### config.mk
export PLATFORM = sky130hd
export DESIGN_NAME = load_store_unit
export DESIGN_NICKNAME = d
export VERILOG_FILES = /design/src/rtl/lsu_pkg.sv /design/src/rtl/lsu_lane_align.sv /design/src/rtl/load_store_unit.sv
export SDC_FILE = /design/constraint.sdc
export NUM_CORES = 1
export LEC_CHECK = 0
export CORE_UTILIZATION = 49
export DETAILED_ROUTE_END_ITERATION = 6
export PLACE_DENSITY = 0.95
export SYNTH_ARGS = -nofsm -noshare
export SYNTH_HDL_FRONTEND = slang
export SYNTH_SLANG_ARGS = --single-unit
### constraint.sdc
create_clock -name _clk -period 6.1 [get_ports _clk]
set_clock_uncertainty 0.1 [all_clocks]
set_input_delay 1.22 -clock _clk [delete_from_list [all_inputs] [get_ports _clk]]
set_output_delay 1.22 -clock _clk [all_outputs]
set_load 0.05 [all_outputs]
### src/rtl/lsu_pkg.sv
// Shared encodings for the load/store unit: access sizes, FSM states and the
// address bits that pick a byte lane inside a memory word.
package lsu_pkg;

  localparam int WORD_W = 32;

  // Address bits that select a byte lane in a little-endian 32-bit word.
  localparam int LANE_LSB = 0;
  localparam int LANE_MSB = 1;

  localparam logic [1:0] SZ_BYTE = 2'd0;
  localparam logic [1:0] SZ_HALF = 2'd1;
  localparam logic [1:0] SZ_WORD = 2'd2;

  typedef enum logic [1:0] {
    IDLE = 2'd0,
    RD   = 2'd1,
    WR   = 2'd2,
    RESP = 2'd3
  } lsu_state_e;

  function automatic logic is_misaligned(input logic [1:0] size,
                                         input logic [1:0] lane);
    logic bad;
    case (size)
      SZ_BYTE: bad = 1'b0;
      SZ_HALF: bad = lane[0];
      SZ_WORD: bad = (lane != 2'b00);
      default: bad = 1'b1;
    endcase
    return bad;
  endfunction

endpackage

### src/rtl/lsu_lane_align.sv
// Byte-lane steering: merges store lanes into the word read back from memory
// and extracts/extends the addressed lanes for loads.
module lsu_lane_align
  import lsu_pkg::*;
(
  input  logic [1:0]        size,
  input  logic [1:0]        lane,
  input  logic              uns,
  input  logic [WORD_W-1:0] rdata,
  input  logic [WORD_W-1:0] wdata,
  output logic [WORD_W-1:0] merged,
  output logic [WORD_W-1:0] load_res
);

  logic [WORD_W-1:0] mask;
  logic [WORD_W-1:0] wrep;
  logic [7:0]        byte_val;
  logic [15:0]       half_val;

  always_comb begin
    mask = '1;
    wrep = wdata;
    // Replicate the store data into every lane; the mask keeps only the target.
    case (size)
      SZ_BYTE: begin
        mask = 32'h0000_00FF << {lane, 3'b000};
        wrep = {4{wdata[7:0]}};
      end
      SZ_HALF: begin
        mask = 32'h0000_FFFF << {lane[1], 4'b0000};
        wrep = {2{wdata[15:0]}};
      end
      default: begin
        mask = '1;
        wrep = wdata;
      end
    endcase
    merged = (rdata & ~mask) | (wrep & mask);
  end

  always_comb begin
    byte_val = rdata[{lane, 3'b000} +: 8];
    half_val = rdata[{lane[1], 4'b0000} +: 16];
    case (size)
      SZ_BYTE: load_res = {{24{~uns & byte_val[7]}}, byte_val};
      SZ_HALF: load_res = {{16{~uns & half_val[15]}}, half_val};
      default: load_res = rdata;
    endcase
  end

endmodule

### src/rtl/load_store_unit.sv
// Data-memory initiator: one request in, one response out, with read-modify-write
// for sub-word stores and misalignment faults that never touch memory.
module load_store_unit
  import lsu_pkg::*;
#(
  parameter int ADDR_W = 32,
  parameter int DATA_W = 32
) (
  input  logic              _clk,
  input  logic              _reset,
  input  logic              _req_valid,
  output logic              req_ready_,
  input  logic              _req_we,
  input  logic [1:0]        _req_size,
  input  logic              _req_unsigned,
  input  logic [ADDR_W-1:0] _req_vptr,
  input  logic [DATA_W-1:0] _req_data,
  output logic              resp_valid_,
  input  logic              _resp_ready,
  output logic [DATA_W-1:0] resp_data_,
  output logic              resp_misaligned_,
  output logic              mem_we_,
  output logic [ADDR_W-1:0] mem_vptr_,
  output logic [DATA_W-1:0] mem_data_,
  input  logic [DATA_W-1:0] _mem_value,
  output logic [1:0]        state_dbg_
);

  // Handshakes: a transfer happens on a posedge where valid and ready are both
  // high; valid never waits on ready, and response fields hold until taken.

  lsu_state_e state, state_n;

  logic              we_q;
  logic              uns_q;
  logic              mis_q;
  logic [1:0]        size_q;
  logic [ADDR_W-1:0] addr_q;
  logic [DATA_W-1:0] wdata_q;
  logic [DATA_W-1:0] rdata_q;
  logic [DATA_W-1:0] merged;
  logic [DATA_W-1:0] load_res;
  logic [ADDR_W-1:0] aligned_ptr;
  logic              accept;

  // Ready is gated by reset so it reads 0 while reset is held.
  assign req_ready_  = _reset && (state == IDLE);
  assign accept      = _req_valid && req_ready_;
  assign aligned_ptr = {addr_q[ADDR_W-1:2], 2'b00};
  assign state_dbg_  = state;

  always_ff @(posedge _clk or negedge _reset) begin
    if (!_reset) state <= IDLE;
    else         state <= state_n;
  end

  always_comb begin
    state_n = state;
    case (state)
      IDLE: begin
        if (accept) begin
          if (is_misaligned(_req_size, _req_vptr[LANE_MSB:LANE_LSB])) state_n = RESP;
          else if (_req_we && (_req_size == SZ_WORD))                 state_n = WR;
          else                                                        state_n = RD;
        end
      end
      RD:      state_n = we_q ? WR : RESP;
      WR:      state_n = RESP;
      RESP:    if (_resp_ready) state_n = IDLE;
      default: state_n = IDLE;
    endcase
  end

  always_ff @(posedge _clk or negedge _reset) begin
    if (!_reset) begin
      we_q    <= 1'b0;
      uns_q   <= 1'b0;
      mis_q   <= 1'b0;
      size_q  <= '0;
      addr_q  <= '0;
      wdata_q <= '0;
      rdata_q <= '0;
    end else begin
      if (accept) begin
        we_q    <= _req_we;
        uns_q   <= _req_unsigned;
        mis_q   <= is_misaligned(_req_size, _req_vptr[LANE_MSB:LANE_LSB]);
        size_q  <= _req_size;
        addr_q  <= _req_vptr;
        wdata_q <= _req_data;
      end
      if (state == RD) rdata_q <= _mem_value;
    end
  end

  lsu_lane_align u_align (
    .size     (size_q),
    .lane     (addr_q[LANE_MSB:LANE_LSB]),
    .uns      (uns_q),
    .rdata    (rdata_q),
    .wdata    (wdata_q),
    .merged   (merged),
    .load_res (load_res)
  );

  assign mem_we_          = (state == WR);
  assign mem_vptr_        = ((state == RD) || (state == WR)) ? aligned_ptr : '0;
  assign mem_data_        = (state == WR) ? merged : '0;
  assign resp_valid_      = (state == RESP);
  assign resp_misaligned_ = (state == RESP) && mis_q;
  // Stores and faults answer with zero; loads present the extended lanes.
  assign resp_data_       = ((state == RESP) && !we_q && !mis_q) ? load_res : '0;

endmodule

==> run_results.csv <==
group,metric,value,unit
run_status,outcome,"finished with violations",
run_status,violations,"DRC",
timing,fin_ws,1.05,ns
critical_path,crit_arrival,3.73,ns
cells_and_area,n_fill_cell,747,
synth,synthesis.instances,526,
timing,hold_viol,0,
cells_and_area,area_growth,42.4,%
detailed_routing,wl_met1,6460,um
timing,setup_tns,0,ns
grt,grt_pass1_vias,5054,
timing,drv_slew,0,
floorplanning,die_height,110,um
detailed_routing,wl_met3,1890,um
detailed_routing,wl_met2,8670,um
cells_and_area,drive_gt1_share,18.9,%
grt,antenna_found_initial,0,
floorplanning,dieArea,0.0120,mm^2
placed_design,hpwlAfterDp,13000,um
floorplanning,core_region_area,0.0111,mm^2
critical_path,path_max_fanout,25,
floorplanning,initial_core_util,51.3,%
timing,fin_crit,5.05,ns
synth,synth_top_area_share,45.3,%
clocking,cts_inserted_buffers,9,
detailed_routing,wirelength,17800,um
synth,ys_dominant_reg_cell,"dfrtp_1",
critical_path,startpoint_type,"flop",
synth,async_flop_share,100,%
critical_path,path_class,"flop to output port",
grt,grt_overflow,0,
clocking,cts_resized,0,
detailed_routing,drt_pass1_iterations,7,
clocking,cts_buffer_depth,2,
timing,setup_viol,0,
critical_path,reg2reg_depth,6,
hold_path,hold_class,"flop to flop",
clocking,cts_root_buf,"clkbuf_16",
timing,fmax,198,MHz
hold_path,hold_depth,1,
detailed_routing,top_layer,"met4",
synth,synth.lib_cells_used.distinct,41,
placed_design,place_area,0.00775,mm^2
critical_path,worstPathRequired,4.78,ns
timing,finalCritPeriodShare,82.8,%
synth,synth-edff-count,0,
clocking,path_clk_slew,0.07,ns
timing,relSlewSlack,30.3,%
synth,avgSynthCellArea,10.8,um^2
grt,grt_pass1_wl,27000,um
detailed_routing,avgRoutedWirePerCell,21.0,um
clocking,cts_tree,"built",
clocking,clkSinkCount,103,
clocking,clk-insertion-delay-late,0.35,ns
synth,yosysTopAreaCell,"dfrtp_1",
cells_and_area,diodes,0,
detailed_routing,drt-initial-drc-count,319,
synth,ys_seq_area_share,45.3,%
clocking,post-cts-setup-buffers,0,
cells_and_area,fin_nets,812,
floorplanning,die_w,110,um
detailed_routing,vias,5038,
placed_design,dpl_worst_slack,1.64,ns
cells_and_area,fin_area,0.00810,mm^2
run,drv_cap,0,
placed_design,port_buffers,203,
detailed_routing,avgViaCountPerCell,5.94,
floorplanning,io_pins,206,
synth,synth.cell_area,0.00569,mm^2
critical_path,worst_setup_path_end_kind,"output port",
placed_design,gp_congestion,0.964,
grt,grt_usage,30.7,%
synth,yosysWarnings,0,
clocking,hold_buffers,0,
clocking,htree_levels,3,
detailed_routing,drc,13,
synth,synth.area.top_cells,"dfrtp_1 (45%), mux2_2 (21%), nand2_1 (4.2%), and2_1 (3.6%), mux2i_1 (3.3%)",
timing,worstMarginPinSlew,1.04,ns
timing,rsz0062_at_grt,"false",
floorplanning,rows,38,
synth,synth_seq_cells,103,
grt,grt_max_degree,58,
detailed_routing,postRouteAntennaNets,0,
[layout by cell type, fill, tap and decap left out, types with 9 or more instances in the layout]
master | synthesis | layout
nand2_1 | 63 | 62
a21oi_1 | 13 | 13
dfrtp_1 | 103 | 103
nor2_1 | 19 | 19
o21ai_0 | 14 | 14
nor2b_1 | 13 | 13
clkbuf_16 | 0 | 9
clkdlybuf4s50_1 | 0 | 202
mux2_2 | 105 | 105
mux2i_1 | 19 | 19
o211a_1 | 16 | 16
and2_1 | 33 | 33
[state kept, by name (all words and copies together) (netlist names)]
register    flops
addr_q         32
mis_q           1
rdata_q        32
size_q          2
state_dbg_      2
uns_q           1
wdata_q        32
we_q            1
[stage by stage]
step | instances | utilization (%) | hold WS (ns)
final | 848 | 73.1 | 0.400
after global placement | 832 | 69.9 | 0.379
after global routing | 848 | 73.1 | 0.409
after floorplan | 527 | - | 0.358
after detailed placement | 832 | 69.9 | 0.387
after CTS | 848 | 73.1 | 0.403
[routing by layer]
metal  vias up  global-route usage (%)
li1       2226                       -
met1      2419                    35.0
met2       333                    51.4
met3        60                    9.60
met4         0                    16.6
met5         -                       0
[final cells by class]
cell class                 instances  area, um^2  share of cell area, %
sequential                       103        2580                   31.8
inverter                           7        26.3                  0.325
timing repair buffer             208        2070                   25.5
clock buffer                      10         239                   2.95
tap                              140         175                   2.16
clock inverter                     6         108                   1.33
multi-input combinational        374        2900                   35.9
[cell usage after synthesis, types with 2 or more instances]
| cell type | instances |
|---|---|
| o22ai_1 | 7 |
| and3_1 | 2 |
| mux2i_1 | 19 |
| dfrtp_1 | 103 |
| mux2_2 | 105 |
| a21oi_1 | 13 |
| clkbuf_1 | 18 |
| nand3_1 | 8 |
| o21ai_1 | 2 |
| o31ai_1 | 8 |
| inv_1 | 6 |
| o22a_1 | 7 |
| mux2_1 | 2 |
| o21ai_0 | 14 |
| nor3_1 | 2 |
| buf_2 | 11 |
| o211a_1 | 16 |
| nor2b_1 | 13 |
| buf_1 | 11 |
| a22o_1 | 8 |
| buf_4 | 3 |
| a222oi_1 | 7 |
| a22oi_1 | 7 |
| nand2_1 | 63 |
| and2_1 | 33 |
| ha_1 | 5 |
| nor2_1 | 19 |
[final timing paths]
check                         startpoint       endpoint  slack [ns]
max                            addr_q[1]  resp_data_[6]        1.05
min                           addr_q[18]     addr_q[18]        0.40
max reg2reg                state_dbg_[1]    wdata_q[19]        3.47
min reg2reg                   addr_q[18]     addr_q[18]        0.40
max in group asynchronous         _reset    rdata_q[29]        3.94
min in group asynchronous         _reset    wdata_q[21]        0.78
[kinds of logic after synthesis]
logic type | count (synthesis) | share of synthesized area [%]
simple gates | 146 | 12.4
mux | 126 | 24.5
flops | 103 | 45.3
compound gates | 95 | 12.9
buf+inv | 50 | 3.74
fa+ha+maj | 5 | 1.10
other cells | 1 | 0.0659
[worst max-delay path: stages, from the launching register on]
cell and delay [ns]:
dfrtp_1 0.93, inv_2 0.26, nor3_1 0.81, a222oi_1 0.29, nor2_1 0.23, clkdlybuf4s50_1 0.85
Power is not shown: default switching activity piles up to over one toggle a cycle in this logic, so the estimate is an artifact.
